===== src/rtl/ycbcr_pkg.sv =====
// Shared constants for the UYVY -> RGB565 converter: phase encoding, latency, coefficients.
// YCBCR_LIMITED_RANGE_EN selects BT.601 limited range; otherwise the full-range (JFIF) set.
package ycbcr_pkg;
  typedef logic signed [18:0] prod_t;
  typedef logic signed [19:0] sum_t;

  typedef struct packed {
    logic [7:0] y;
    logic [7:0] cb;
    logic [7:0] cr;
  } ycc_t;

  localparam logic [1:0] ST_CB = 2'd0;
  localparam logic [1:0] ST_Y0 = 2'd1;
  localparam logic [1:0] ST_CR = 2'd2;
  localparam logic [1:0] ST_Y1 = 2'd3;

  localparam int LATENCY = 4;

`ifdef YCBCR_LIMITED_RANGE_EN
  localparam prod_t Y_OFF = 19'sd16;
  localparam prod_t Y_MUL = 19'sd298;
  localparam prod_t KR    = 19'sd409;
  localparam prod_t KGB   = 19'sd100;
  localparam prod_t KGR   = 19'sd208;
  localparam prod_t KB    = 19'sd516;
`else
  localparam prod_t Y_OFF = 19'sd0;
  localparam prod_t Y_MUL = 19'sd256;
  localparam prod_t KR    = 19'sd359;
  localparam prod_t KGB   = 19'sd88;
  localparam prod_t KGR   = 19'sd183;
  localparam prod_t KB    = 19'sd454;
`endif

  function automatic logic [7:0] clamp8(input logic signed [11:0] v);
    logic [7:0] res;
    if (v[11])             res = 8'd0;
    else if (v > 12'sd255) res = 8'hFF;
    else                   res = v[7:0];
    return res;
  endfunction
endpackage


===== src/rtl/ycbcr422_rgb565_if.sv =====
// Pixel stream bus: camera-side pre_* in, display-side post_* out.
interface ycbcr422_rgb565_if;
  logic [7:0]  pre_imgdata;
  logic        pre_clken;
  logic        pre_hs;
  logic        pre_vs;
  logic [15:0] post_imgdata;
  logic        post_clken;
  logic        post_hs;
  logic        post_vs;

  modport master (
    output pre_imgdata, pre_clken, pre_hs, pre_vs,
    input  post_imgdata, post_clken, post_hs, post_vs
  );
  modport slave (
    input  pre_imgdata, pre_clken, pre_hs, pre_vs,
    output post_imgdata, post_clken, post_hs, post_vs
  );
endinterface


===== src/rtl/ycbcr_rgb_core.sv =====
// Per-pixel E1..E3 pipeline: products, rounded sums, clamp + RGB565 pack.
// Coefficients come from ycbcr_pkg (YCBCR_LIMITED_RANGE_EN picks the set).
module ycbcr_rgb_core import ycbcr_pkg::*; (
  input  logic        clk,
  input  logic        rst,
  input  logic        i_vld,
  input  ycc_t        i_pix,
  output logic        o_vld,
  output logic [15:0] o_rgb
);
  logic [3:1]        r_vld_pipe;
  logic signed [8:0] w_dcb, w_dcr;
  prod_t             w_y;
  prod_t             r_ys, r_pr, r_pgb, r_pgr, r_pb;
  sum_t              w_r, w_g, w_b;
  logic signed [11:0] r_r, r_g, r_b;
  logic [7:0]        w_rc, w_gc, w_bc;
  logic [15:0]       r_rgb;

  assign w_dcb = $signed({1'b0, i_pix.cb}) - 9'sd128;
  assign w_dcr = $signed({1'b0, i_pix.cr}) - 9'sd128;
  assign w_y   = $signed({11'd0, i_pix.y});

  // Sums carry the +128 rounding term; upper 12 bits are the >>>8 result.
  assign w_r = sum_t'(r_ys) + sum_t'(r_pr) + 20'sd128;
  assign w_g = sum_t'(r_ys) - sum_t'(r_pgb) - sum_t'(r_pgr) + 20'sd128;
  assign w_b = sum_t'(r_ys) + sum_t'(r_pb) + 20'sd128;

  assign w_rc = clamp8(r_r);
  assign w_gc = clamp8(r_g);
  assign w_bc = clamp8(r_b);

  always_ff @(posedge clk) begin
    if (rst) begin
      r_vld_pipe <= '0;
      r_ys <= '0; r_pr <= '0; r_pgb <= '0; r_pgr <= '0; r_pb <= '0;
      r_r  <= '0; r_g  <= '0; r_b   <= '0;
      r_rgb <= '0;
    end else begin
      r_vld_pipe <= {r_vld_pipe[2:1], i_vld};
      r_ys  <= (w_y - Y_OFF) * Y_MUL;
      r_pr  <= prod_t'(w_dcr) * KR;
      r_pgb <= prod_t'(w_dcb) * KGB;
      r_pgr <= prod_t'(w_dcr) * KGR;
      r_pb  <= prod_t'(w_dcb) * KB;
      r_r   <= w_r[19:8];
      r_g   <= w_g[19:8];
      r_b   <= w_b[19:8];
      if (r_vld_pipe[2]) r_rgb <= {w_rc[7:3], w_gc[7:2], w_bc[7:3]};
    end
  end

  assign o_vld = r_vld_pipe[3];
  assign o_rgb = r_rgb;
endmodule


===== src/rtl/ycbcr422_rgb565.sv =====
// UYVY byte stream -> RGB565 pixel stream with hs/vs carried through a 4-cycle delay.
// Colour range set by YCBCR_LIMITED_RANGE_EN (see ycbcr_pkg).
module ycbcr422_rgb565 import ycbcr_pkg::*; (
  input logic             clk,
  input logic             rst,
  ycbcr422_rgb565_if.slave bus
);
  logic [1:0]         r_state;
  logic [7:0]         r_cb_h, r_y0_h, r_cr_h;
  logic               r_trig;
  ycc_t               r_pix;
  logic [LATENCY-1:0] r_hs_pipe, r_vs_pipe;
  logic               w_vld;
  logic [15:0]        w_rgb;

  always_ff @(posedge clk) begin
    if (rst) begin
      r_state   <= ST_CB;
      r_cb_h    <= '0;
      r_y0_h    <= '0;
      r_cr_h    <= '0;
      r_trig    <= 1'b0;
      r_pix     <= '0;
      r_hs_pipe <= '0;
      r_vs_pipe <= '0;
    end else begin
      r_trig    <= 1'b0;
      r_hs_pipe <= {r_hs_pipe[LATENCY-2:0], bus.pre_hs};
      r_vs_pipe <= {r_vs_pipe[LATENCY-2:0], bus.pre_vs};
      // Outside the active line the phase is pinned so each line opens on Cb.
      if (!bus.pre_hs) begin
        r_state <= ST_CB;
      end else if (bus.pre_clken) begin
        r_state <= r_state + 2'd1;
        case (r_state)
          ST_CB: r_cb_h <= bus.pre_imgdata;
          ST_Y0: r_y0_h <= bus.pre_imgdata;
          ST_CR: begin
            r_cr_h <= bus.pre_imgdata;
            r_trig <= 1'b1;
            r_pix  <= '{y: r_y0_h, cb: r_cb_h, cr: bus.pre_imgdata};
          end
          ST_Y1: begin
            r_trig <= 1'b1;
            r_pix  <= '{y: bus.pre_imgdata, cb: r_cb_h, cr: r_cr_h};
          end
          default: ;
        endcase
      end
    end
  end

  ycbcr_rgb_core u_core (
    .clk   (clk),
    .rst   (rst),
    .i_vld (r_trig),
    .i_pix (r_pix),
    .o_vld (w_vld),
    .o_rgb (w_rgb)
  );

  assign bus.post_clken   = w_vld;
  assign bus.post_imgdata = w_rgb;
  assign bus.post_hs      = r_hs_pipe[LATENCY-1];
  assign bus.post_vs      = r_vs_pipe[LATENCY-1];
endmodule


===== src/flat_wrapper.sv =====
// flat-port wrapper written by rule: the top's interface ports become plain ports
module ycbcr422_rgb565_flat import ycbcr_pkg::*;
  (clk, rst, bus_pre_imgdata, bus_pre_clken, bus_pre_hs, bus_pre_vs, bus_post_imgdata, bus_post_clken, bus_post_hs, bus_post_vs);
  ycbcr422_rgb565_if bus_i ();
  input logic clk;
  input logic rst;
  input wire logic [$bits(bus_i.pre_imgdata)-1:0] bus_pre_imgdata;
  input wire logic [$bits(bus_i.pre_clken)-1:0] bus_pre_clken;
  input wire logic [$bits(bus_i.pre_hs)-1:0] bus_pre_hs;
  input wire logic [$bits(bus_i.pre_vs)-1:0] bus_pre_vs;
  output wire logic [$bits(bus_i.post_imgdata)-1:0] bus_post_imgdata;
  output wire logic [$bits(bus_i.post_clken)-1:0] bus_post_clken;
  output wire logic [$bits(bus_i.post_hs)-1:0] bus_post_hs;
  output wire logic [$bits(bus_i.post_vs)-1:0] bus_post_vs;
  assign bus_i.pre_imgdata = bus_pre_imgdata;
  assign bus_i.pre_clken = bus_pre_clken;
  assign bus_i.pre_hs = bus_pre_hs;
  assign bus_i.pre_vs = bus_pre_vs;
  assign bus_post_imgdata = bus_i.post_imgdata;
  assign bus_post_clken = bus_i.post_clken;
  assign bus_post_hs = bus_i.post_hs;
  assign bus_post_vs = bus_i.post_vs;
  ycbcr422_rgb565 u_core (.clk(clk), .rst(rst), .bus(bus_i));
endmodule

===== config.mk =====
export PLATFORM = sky130hd
export DESIGN_NAME = ycbcr422_rgb565_flat
export DESIGN_NICKNAME = d
export VERILOG_FILES = /design/src/rtl/ycbcr_pkg.sv /design/src/rtl/ycbcr422_rgb565_if.sv /design/src/rtl/ycbcr_rgb_core.sv /design/src/rtl/ycbcr422_rgb565.sv /design/src/flat_wrapper.sv
export SDC_FILE = /design/constraint.sdc
export NUM_CORES = 1
export LEC_CHECK = 0
export BUFFER_PORTS_ARGS = -buffer_cell sky130_fd_sc_hd__buf_2
export CORE_MARGIN = 2
export CORE_UTILIZATION = 54
export CTS_BUF_LIST = sky130_fd_sc_hd__clkbuf_8
export DETAILED_ROUTE_END_ITERATION = 10
export PLACE_DENSITY = 0.73
export SLEW_MARGIN = 40
export SYNTH_ARGS = -nofsm -noshare
export SYNTH_HDL_FRONTEND = slang
export SYNTH_SLANG_ARGS = --single-unit

===== constraint.sdc =====
create_clock -name clk -period 8.29 [get_ports clk]
set_input_delay 0.829 -clock clk [delete_from_list [all_inputs] [get_ports clk]]
set_output_delay 0.829 -clock clk [all_outputs]
set_load 0.005 [all_outputs]

# Word-level counts from Yosys, hierarchy flattened
# Index checks and enable logic that the tools add are counted.
# totals
ff_bits	195
wordCells	61
# classes
addsub	10
reduce_logical	9
eq_ne	3
n_mux	8
order_cmp	3
n_bitwise	2
multipliers	4
# ops
op	count
20-bit by 9-bit adder with 20-bit output (second input constant)	3
8-bit 2-to-1 mux	6
24-bit case mux with 2 select lines	1
17-bit by 19-bit adder with 20-bit output	2
12-bit by 9-bit greater-than comparator with 1-bit output (second input constant)	3
9-bit by 9-bit multiplier with 18-bit output (second input constant)	2
9-bit by 10-bit multiplier with 19-bit output (second input constant)	1
18-bit by 18-bit subtractor with 19-bit output	1
17-bit by 17-bit subtractor with 18-bit output	1
8-bit by 8-bit subtractor with 9-bit output (second input constant)	2
9-bit by 5-bit multiplier with 14-bit output (second input constant)	1
3-bit AND reduction	4
2-bit == test (second input constant)	2
2-bit OR reduction	2
3-bit OR reduction	1
2-bit by 1-bit adder with 2-bit output (second input constant)	1
2-bit by 1-bit == test with 1-bit output (second input constant)	1
2-bit logical NOT	1
1-bit NOT	2
2-bit nonzero test	1
1-bit 2-to-1 mux	1

# Logic depth before layout (Yosys ltp)
# Gate-level depths: netlist of run 1.
# depth
word_depth	3
depth_mapped	20

# By module
# Synthesis of run 1 repeated with hierarchy kept, for this count alone.
# hier_totals
hier_cells	1329
hier_area_um2	12359.4
# by_module_without_submodules
mod	seq_area_each_um2	instances	cells_each	area_each_um2
ycbcr_rgb_core	2222.1	1	1100	9810.7
ycbcr422_rgb565	1181.1	1	229	2548.7

# Worst setup path before layout of run 1
# No wires, ideal clock.
# synth_path
path_kind	register to register
startpoint	register u_core.r_pix[7] (netlist bit)
endpoint	register u_core.u_core.r_pgr[16]
t_required_ns	8.169
slack_ns	3.420
arrival_time_ns	4.750
path_buffers	2
period_less_slack_ns	4.870
stages_incl_launch_ff	18
path_cell_list	dfxtp_1 -> clkbuf_1 -> inv_1 -> ha_1 -> clkbuf_1 -> or2_2 -> fa_1 -> fa_1 -> inv_1 -> fa_1 -> inv_1 -> ha_1 -> inv_1 -> o21bai_1 -> a21o_1 -> a31o_2 -> a41oi_1 -> mux2_2
# synth_via
elab_chain_len	2
# synth_rtl
element	line_no	text
from (decl)	ycbcr422_rgb565.sv:11	ycc_t r_pix;
from (signal assigned)	ycbcr422_rgb565.sv:41	r_pix <= '{y: r_y0_h, cb: r_cb_h, cr: bus.pre_imgdata};
from (signal assigned)	ycbcr422_rgb565.sv:45	r_pix <= '{y: bus.pre_imgdata, cb: r_cb_h, cr: r_cr_h};
8-bit by 8-bit subtractor with 9-bit output	ycbcr_rgb_core.sv:21	assign w_dcr = $signed({1'b0, i_pix.cr}) - 9'sd128;
9-bit by 9-bit multiplier with 18-bit output	ycbcr_rgb_core.sv:44	r_pgr <= prod_t'(w_dcr) * KGR;
to (signal assigned)	ycbcr_rgb_core.sv:44	
to (decl)	ycbcr_rgb_core.sv:14	prod_t r_ys, r_pr, r_pgb, r_pgr, r_pb;
# Every way passes these cells.
# A chain may end at the register's enable or synchronous reset.

# Worst setup path in the final report of run 1
# layout_path
startpoint	register u_core.r_pix[7] (netlist bit)
endpoint	register u_core.u_core.r_pr[18]
# layout_via
elab_chain_len	2
# layout_rtl
element	line_no	text
8-bit by 8-bit subtractor with 9-bit output	ycbcr_rgb_core.sv:21	
9-bit by 10-bit multiplier with 19-bit output	ycbcr_rgb_core.sv:42	r_pr <= prod_t'(w_dcr) * KR;
to (signal assigned)	ycbcr_rgb_core.sv:42	
to (decl)	ycbcr_rgb_core.sv:14	
# Every way passes these cells.

==> results of run 1 <==
## registers in the layout, summed over array words and instances, names as in the netlist
signal,count
u_core.r_pix,24
u_core.u_core.o_rgb,16
u_core.u_core.r_pgr,16
u_core.u_core.r_pgb,14
u_core.u_core.r_pr,14
u_core.u_core.r_pb,12
u_core.u_core.r_g,10
u_core.u_core.r_b,9
u_core.u_core.r_r,9
u_core.r_cb_h,8
u_core.r_cr_h,8
u_core.r_y0_h,8
u_core.u_core.r_ys,8
u_core.r_hs_pipe,4
u_core.r_vs_pipe,4
u_core.u_core.r_vld_pipe,3
u_core.r_state,2
u_core.r_trig,1
## synthesized netlist by cell type, drive strengths merged (7+ instances only)
| cell type | instances | area (um^2) |
|---|---|---|
| mux2i | 59 | 590.6 |
| nor2 | 175 | 656.9 |
| a21boi | 7 | 52.55 |
| xor2 | 19 | 166.4 |
| xnor2 | 56 | 490.5 |
| fa | 69 | 1381 |
| a21o | 12 | 90.09 |
| ha | 186 | 2327 |
| o21a | 9 | 67.56 |
| nand3 | 12 | 60.06 |
| dfxtp | 170 | 3403 |
| o21ai | 39 | 202.7 |
| nor3 | 27 | 140.1 |
| a211oi | 20 | 155.1 |
| clkbuf | 26 | 97.59 |
| buf | 7 | 26.28 |
| o21bai | 8 | 60.06 |
| nand2 | 44 | 165.2 |
| inv | 213 | 799.5 |
| a21oi | 48 | 251.5 |
| nor2b | 34 | 212.7 |
| and3 | 8 | 50.05 |
## where the power goes
group / switching (mW) / internal, mW
clock network: 0.348 / 0.225
logic: 0.129 / 0.0902
registers: 0.0134 / 0.846
total: 0.491 / 1.16
## logic make-up (layout without fill, tap and decap cells)
logic type / count (synthesis) / count (layout) / synth area share
XOR/XNOR: 75 / 75 / 0.05496
buffers and inverters: 246 / 277 / 0.07725
AND/OR/NAND/NOR: 320 / 320 / 0.1187
multiplexers: 61 / 61 / 0.05129
flip-flops: 170 / 170 / 0.2847
AO/OA/AOI/OAI: 182 / 182 / 0.1028
adder cells (fa/ha/maj): 255 / 255 / 0.3103
## layout make-up
cell class | count | area (um^2) | share of cell area
inverters | 213 | 799.5 | 0.06276
clock buffers | 17 | 234.0 | 0.01837
well taps | 280 | 350.3 | 0.02750
clock inverters | 15 | 147.6 | 0.01159
flip-flops and latches | 170 | 3406 | 0.2674
repair buffers | 32 | 172.7 | 0.01355
multi-input cells | 893 | 7629 | 0.5989
## cell usage in the layout (no fill, tap or decap), types with 7 or more instances in the layout
master and n:
a21oi_1 45, nand3_1 12, a211oi_1 19, inv_1 213, mux2i_1 59, buf_2 30
xor2_1 19, nor3_1 26, xnor2_1 56, o21a_1 9, nand2_1 44, nor2b_1 34
o21bai_1 8, clkbuf_8 17, and3_1 8, o21ai_0 34, a21o_1 12, ha_1 185
a21boi_0 7, dfxtp_1 168, fa_1 69, nor2_1 175
## worst max-delay path, stage by stage, from the launching register on
cell and delay (ns):
dfxtp_1 0.75, inv_1 0.34, ha_1 0.43, inv_1 0.13
ha_1 0.22, fa_1 0.48, fa_1 0.54, inv_1 0.05
fa_1 0.37, inv_1 0.06, ha_1 0.25, nor3_1 0.24
nor2_1 0.12, a31o_2 0.28, o41ai_2 0.34, nor2b_1 0.10
or3_1 0.31, a21oi_1 0.15
## per-stage QoR
step	cells	setup slack, ns	hold slack [ns]
after floorplan	1309	3.420	0.4138
after global placement	1588	3.214	0.4166
after detailed placement	1588	3.086	0.4204
after CTS	1620	3.014	0.4420
after global routing	1620	2.582	0.4680
final	1620	3.022	0.4414
## worst paths after layout
check | startpoint | to | cells after the start
setup / recovery | u_core.r_pix[7] | u_core.u_core.r_pr[18] | 17
hold / removal | u_core.r_vs_pipe[1] | u_core.r_vs_pipe[2] | 1
setup reg to reg | u_core.r_pix[7] | u_core.u_core.r_pr[18] | 17
hold reg to reg | u_core.r_vs_pipe[1] | u_core.r_vs_pipe[2] | 1
## layer usage
metal	vias to the layer above	routed length (um)
met1	3821	11370
met2	113	10530
li1	4287	-
met3	25	636
met4	0	322
met5	-	0
==> run_results.csv, run 1 <==
group,metric,value,unit
cells_and_area,drive_gt1_frac,0.06567,
critical_path,cp_data_arrival_time,5.66,ns
grt,grt.met2_usage,0.3327,
logic_synthesis,synth.avg_cell_area,9.131,um^2
routing,drt_wl_total,22850,um
logic_synthesis,synth_cell_types,52,
pwr,ir_worst_vdd,92.14,uV
pwr,cellPowerDensity,129.7,nW/um^2
timing,report.final.slew_viol_count,0,
routing,dr.pass1.iters,5,
timing,min_period,5.268,ns
clocking,cts_setup_buffers,0,
critical_path,critPathRequiredTime,8.68,ns
job,max-cap-violations,0,
grt,grt_pass1_vias,8108,
floorplan,num_rows,54,
grt,top_usage_layer,"met2",
floorplan,initial_core_util,0.5494,
logic_synthesis,ys.flop_type,"dfxtp_1",
floorplan,fp.dieArea,23340,um^2
cells_and_area,utilization,0.5855,
grt,grt_use_met3,0.02929,
grt,grt_usage,0.2041,
logic_synthesis,synth-seq-area-share,0.2847,
critical_path,crit_path_max_fanout,16,
min_path,hold_class,"reg2reg",
placement,dpl_cell_area,12350,um^2
timing,finClkSkew,0.01393,ns
clocking,cts-root-buf,"clkbuf_8",
critical_path,cp-start-kind,"flip-flop",
placement,gp_congestion,0.8564,
critical_path,end_kind,"flip-flop",
grt,grt_overflow,0,
timing,rsz0062_at_grt,"false",
floorplan,fp.dieH,152.8,um
clocking,cts.path.max_buffers,2,
pwr,total_power,1.652,mW
cells_and_area,fillers,1897,
logic_synthesis,ys_ff_latch,170,
logic_synthesis,synth_fp_nets,1577,
routing,wl_per_cell,14.11,um
floorplan,core,21760,um^2
timing,clock.fmax,189.8,MHz
clocking,hold_buffers,0,
placement,hpwl,17900,um
clocking,cts_tree,"built",
timing,fin_tns_setup,0,ns
logic_synthesis,synth_cells,1309,
grt,grt_pass1_wl,39340,um
logic_synthesis,syn-cell-area,11950,um^2
clocking,cts_made_buffers,17,
timing,hold_viol,0,
routing,drt_iter0_markers,417,
routing,detail_route.drc_violations,0,
critical_path,setup.worst_path.class,"reg2reg",
cells_and_area,n_antenna_cell,0,
floorplan,ios,32,
routing,num_vias,8246,
pwr,leakagePower,6.224,nW
routing,via_per_inst,5.090,
timing,setup_viol,0,
grt,grt_max_degree,91,
logic_synthesis,ys_warn_count,0,
cells_and_area,fin_nets,1595,
cells_and_area,postLayoutCellArea,12740,um^2
clocking,path_clk_slew,0.10,ns
critical_path,regToRegSetupSlack,3.02,ns
placement,io_buffers,31,
cells_and_area,synthToLayoutAreaGrowth,6.574,%
logic_synthesis,async_flop_share,0,
clocking,h-tree-depth,4,
grt,met1_usage,0.2892,
logic_synthesis,synth-edff-count,0,
clocking,clkLatencyLatePin,0.47,ns
clocking,ctsResizeCount,0,
grt,grt_antenna_before_repair,0,
status,outcome,"complete, no violations",
floorplan,die_w,152.8,um
clocking,clock-sinks,170,
routing,ant_nets,0,
timing,worst_slew_pin_slew,0.7559,ns
timing,relSlewSlack,0.4961,
timing,finalCritPeriodShare,0.6355,
No activity file was read; power rests on OpenSTA's default activity.
==> run 2: changes to the inputs <==
- ABC_AREA: default -> 1
- PLACE_DENSITY: 0.73 -> 0.75
- clock period: 8.29 -> 4.5 ns (I/O delays scaled with it)
==> run 2 against run 1 <==
Effect of this change: synthesized area grew 7.8%; critical endpoint is now u_core.u_core.r_pr[11]; critical path depth grew 2; total power grew 140%; die area grew 7.6%; global-route usage grew 3.1 points; critical path type unchanged; worst hold slack lost 0.26 ns; synthesized cell count grew 31%; via count grew 28%; sequential share of layout area shrank 2.2 points; clock power grew 94%; sequential cell count is the same.
==> run_results.csv, run 2 <==
group,metric,value,unit
critical_path,critPathRequiredTime,4.86,ns
routing,dr.pass1.iters,5,
min_path,hold_depth,3,
clocking,cts_made_buffers,17,
timing,fin_tns_setup,0,ns
floorplan,fp.dieH,158.4,um
clocking,cts.path.max_buffers,2,
clocking,cts_setup_buffers,0,
logic_synthesis,synth-seq-area-share,0.2642,
pwr,ir_worst_vdd,208.4,uV
placement,gp_congestion,0.9343,
timing,worst_slew_pin_slew,0.7385,ns
job,max-cap-violations,0,
status,outcome,"complete, no violations",
min_path,hold_start,"bus_pre_vs",
clocking,clock-sinks,170,
critical_path,crit_chain,"buf_4, ha_1, inv_1, ha_1, fa_1, fa_1, inv_1, fa_1, inv_1, ha_2, inv_1, o21ai_0, inv_1, nand2_1, nand2_1, inv_1, nand2_1, a21boi_0, nor2_1",
cells_and_area,synthToLayoutAreaGrowth,7.547,%
cells_and_area,final_cell_mix,"348 x inv_1, 261 x nand2_1, 184 x ha_1, 178 x a21oi_1, 170 x dfxtp_1",
floorplan,die_w,158.4,um
pwr,cellPowerDensity,283.1,nW/um^2
logic_synthesis,synth_cells,1710,
placement,hpwl,22440,um
grt,grt_antenna_before_repair,0,
placement,io_buffers,31,
critical_path,cp_data_arrival_time,4.54,ns
critical_path,cp-start-kind,"flip-flop",
clocking,cts-root-buf,"clkbuf_8",
logic_synthesis,synth_area_leaders,"dfxtp_1 26%, ha_1 18%, fa_1 11%",
timing,rsz0062_at_grt,"false",
logic_synthesis,syn-cell-area,12880,um^2
grt,grt_pass1_wl,47090,um
logic_synthesis,ys_warn_count,0,
critical_path,cp_slowest_cell,"fa_1",
clocking,h-tree-depth,4,
routing,ant_nets,0,
logic_synthesis,synth_top_area_share,0.2642,
logic_synthesis,synth-edff-count,0,
cells_and_area,largest_reg_flops,24,
routing,via_per_inst,5.103,
routing,detail_route.drc_violations,0,
timing,hold_viol,0,
critical_path,setup.worst_path.class,"reg2reg",
critical_path,regToRegSetupSlack,0.33,ns
cells_and_area,fin_nets,2012,
grt,grt_pass1_vias,10020,
clocking,path_clk_slew,0.11,ns
logic_synthesis,ys.flop_type,"dfxtp_1",
grt,grt_overflow,0,
pwr,total_power,3.922,mW
routing,num_vias,10590,
clocking,hold_buffers,0,
critical_path,max_stage_delay,0.54,ns
routing,drt_wl_total,28260,um
timing,min_period,4.175,ns
floorplan,core,23470,um^2
logic_synthesis,synth.avg_cell_area,7.533,um^2
logic_synthesis,synth_cell_types,41,
placement,dpl_cell_area,13430,um^2
timing,setup_viol,0,
cells_and_area,regMostFlops,"u_core.r_pix",
logic_synthesis,synth_fp_nets,1978,
pwr,leakagePower,7.075,nW
critical_path,crit_top_cell,"inv_1",
min_path,hold_class,"in2reg",
timing,finClkSkew,0.01934,ns
cells_and_area,drive_gt1_frac,0.07570,
cells_and_area,postLayoutCellArea,13850,um^2
grt,grt_usage,0.2347,
timing,relSlewSlack,0.5059,
cells_and_area,mostFrequentLayoutCell,"inv_1",
critical_path,end_kind,"flip-flop",
critical_path,r2r_start,"u_core.r_pix[7]",
routing,drt_iter0_markers,778,
critical_path,r2r-end,"u_core.u_core.r_pr[11]",
critical_path,r2r_cells,19,
timing,finalCritPeriodShare,0.9278,
floorplan,num_rows,56,
clocking,ctsResizeCount,0,
timing,clock.fmax,239.5,MHz
logic_synthesis,ys_ff_latch,170,
min_path,whs_endpoint,"u_core.r_vs_pipe[0]",
logic_synthesis,yosys.area.top_type,"dfxtp_1",
timing,report.final.slew_viol_count,0,
floorplan,fp.dieArea,25100,um^2
logic_synthesis,synth_most_common_cell,"inv_1",
clocking,cts_tree,"built",
clocking,clkLatencyLatePin,0.47,ns
floorplan,ios,32,
floorplan,initial_core_util,0.5488,
routing,wl_per_cell,13.61,um
grt,grt_max_degree,72,
critical_path,crit_path_max_fanout,18,
logic_synthesis,async_flop_share,0,
logic_synthesis,synthTopCellsByCount,"348 x inv_1, 261 x nand2_1, 186 x ha_1",
cells_and_area,n_antenna_cell,0,
[run 2: worst max-delay path: cells and delay by family (launching register included)]
kind	cells	cell delay [ns]
fa+ha+maj	6	2.41
flops	1	0.36
simple gates	4	0.31
buf+inv	7	0.57
compound gates	2	0.40
[run 2: layout make-up]
type / instances / area (um^2)
tap: 319 / 399.1
sequential: 170 / 3403
multi-input combinational: 1151 / 8020
inverter: 357 / 1343
clock buffer: 18 / 247.7
clock inverter: 14 / 152.6
fill: 2143 / 9619
timing repair buffer: 47 / 287.8
[run 2: cells by family after synthesis]
group / synth area share
and+or+nand+nor: 0.1769
buffers and inverters: 0.1136
AOI/OAI and AO/OA: 0.1437
adders and majority gates: 0.2879
DFF: 0.2642
xor gates and xnor gates: 0.01292
muxes: 0.0008741
[run 2: worst max-delay path by stage]
| stage | slack [ns] | end | startpoint | cells after the start |
|---|---|---|---|---|
| global placement | 0.35 | u_core.u_core.r_pr[11] | u_core.r_pix[7] | 19 |
| detailed placement | 0.26 | u_core.u_core.r_pr[11] | u_core.r_pix[7] | 19 |
| finish | 0.33 | u_core.u_core.r_pr[11] | u_core.r_pix[7] | 19 |
| global route | 0.05 | u_core.u_core.r_pr[11] | u_core.r_pix[6] | 19 |
| floorplan | 0.13 | u_core.u_core.r_pr[11] | u_core.r_pix[7] | 20 |
| CTS | 0.25 | u_core.u_core.r_pr[11] | u_core.r_pix[7] | 19 |
[run 2: per-stage QoR]
stage,hold WS (ns),setup slack (ns),utilization,std cells
finish,0.1823,0.3250,0.5902,2076
global route,0.1669,0.04821,0.5902,2076
CTS,0.1508,0.2501,0.5892,2075
detailed placement,0.3916,0.2642,0.5722,2043
global placement,0.3922,0.3544,0.5720,2043
floorplan,0.3883,0.1333,-,1710
[run 2: power breakdown]
group | switching (mW) | internal (mW)
registers | 0.0398 | 1.60
clock network | 0.633 | 0.478
logic | 0.764 | 0.404
total | 1.44 | 2.49
[run 2: layer usage]
| layer | share of wire | up-vias | global-route usage |
|---|---|---|---|
| li1 | - | 5519 | - |
| met1 | 0.48 | 4843 | 0.3123 |
| met2 | 0.47 | 195 | 0.3975 |
| met3 | 0.032 | 36 | 0.03239 |
| met4 | 0.019 | 0 | 0.07079 |
| met5 | 0 | - | 0 |
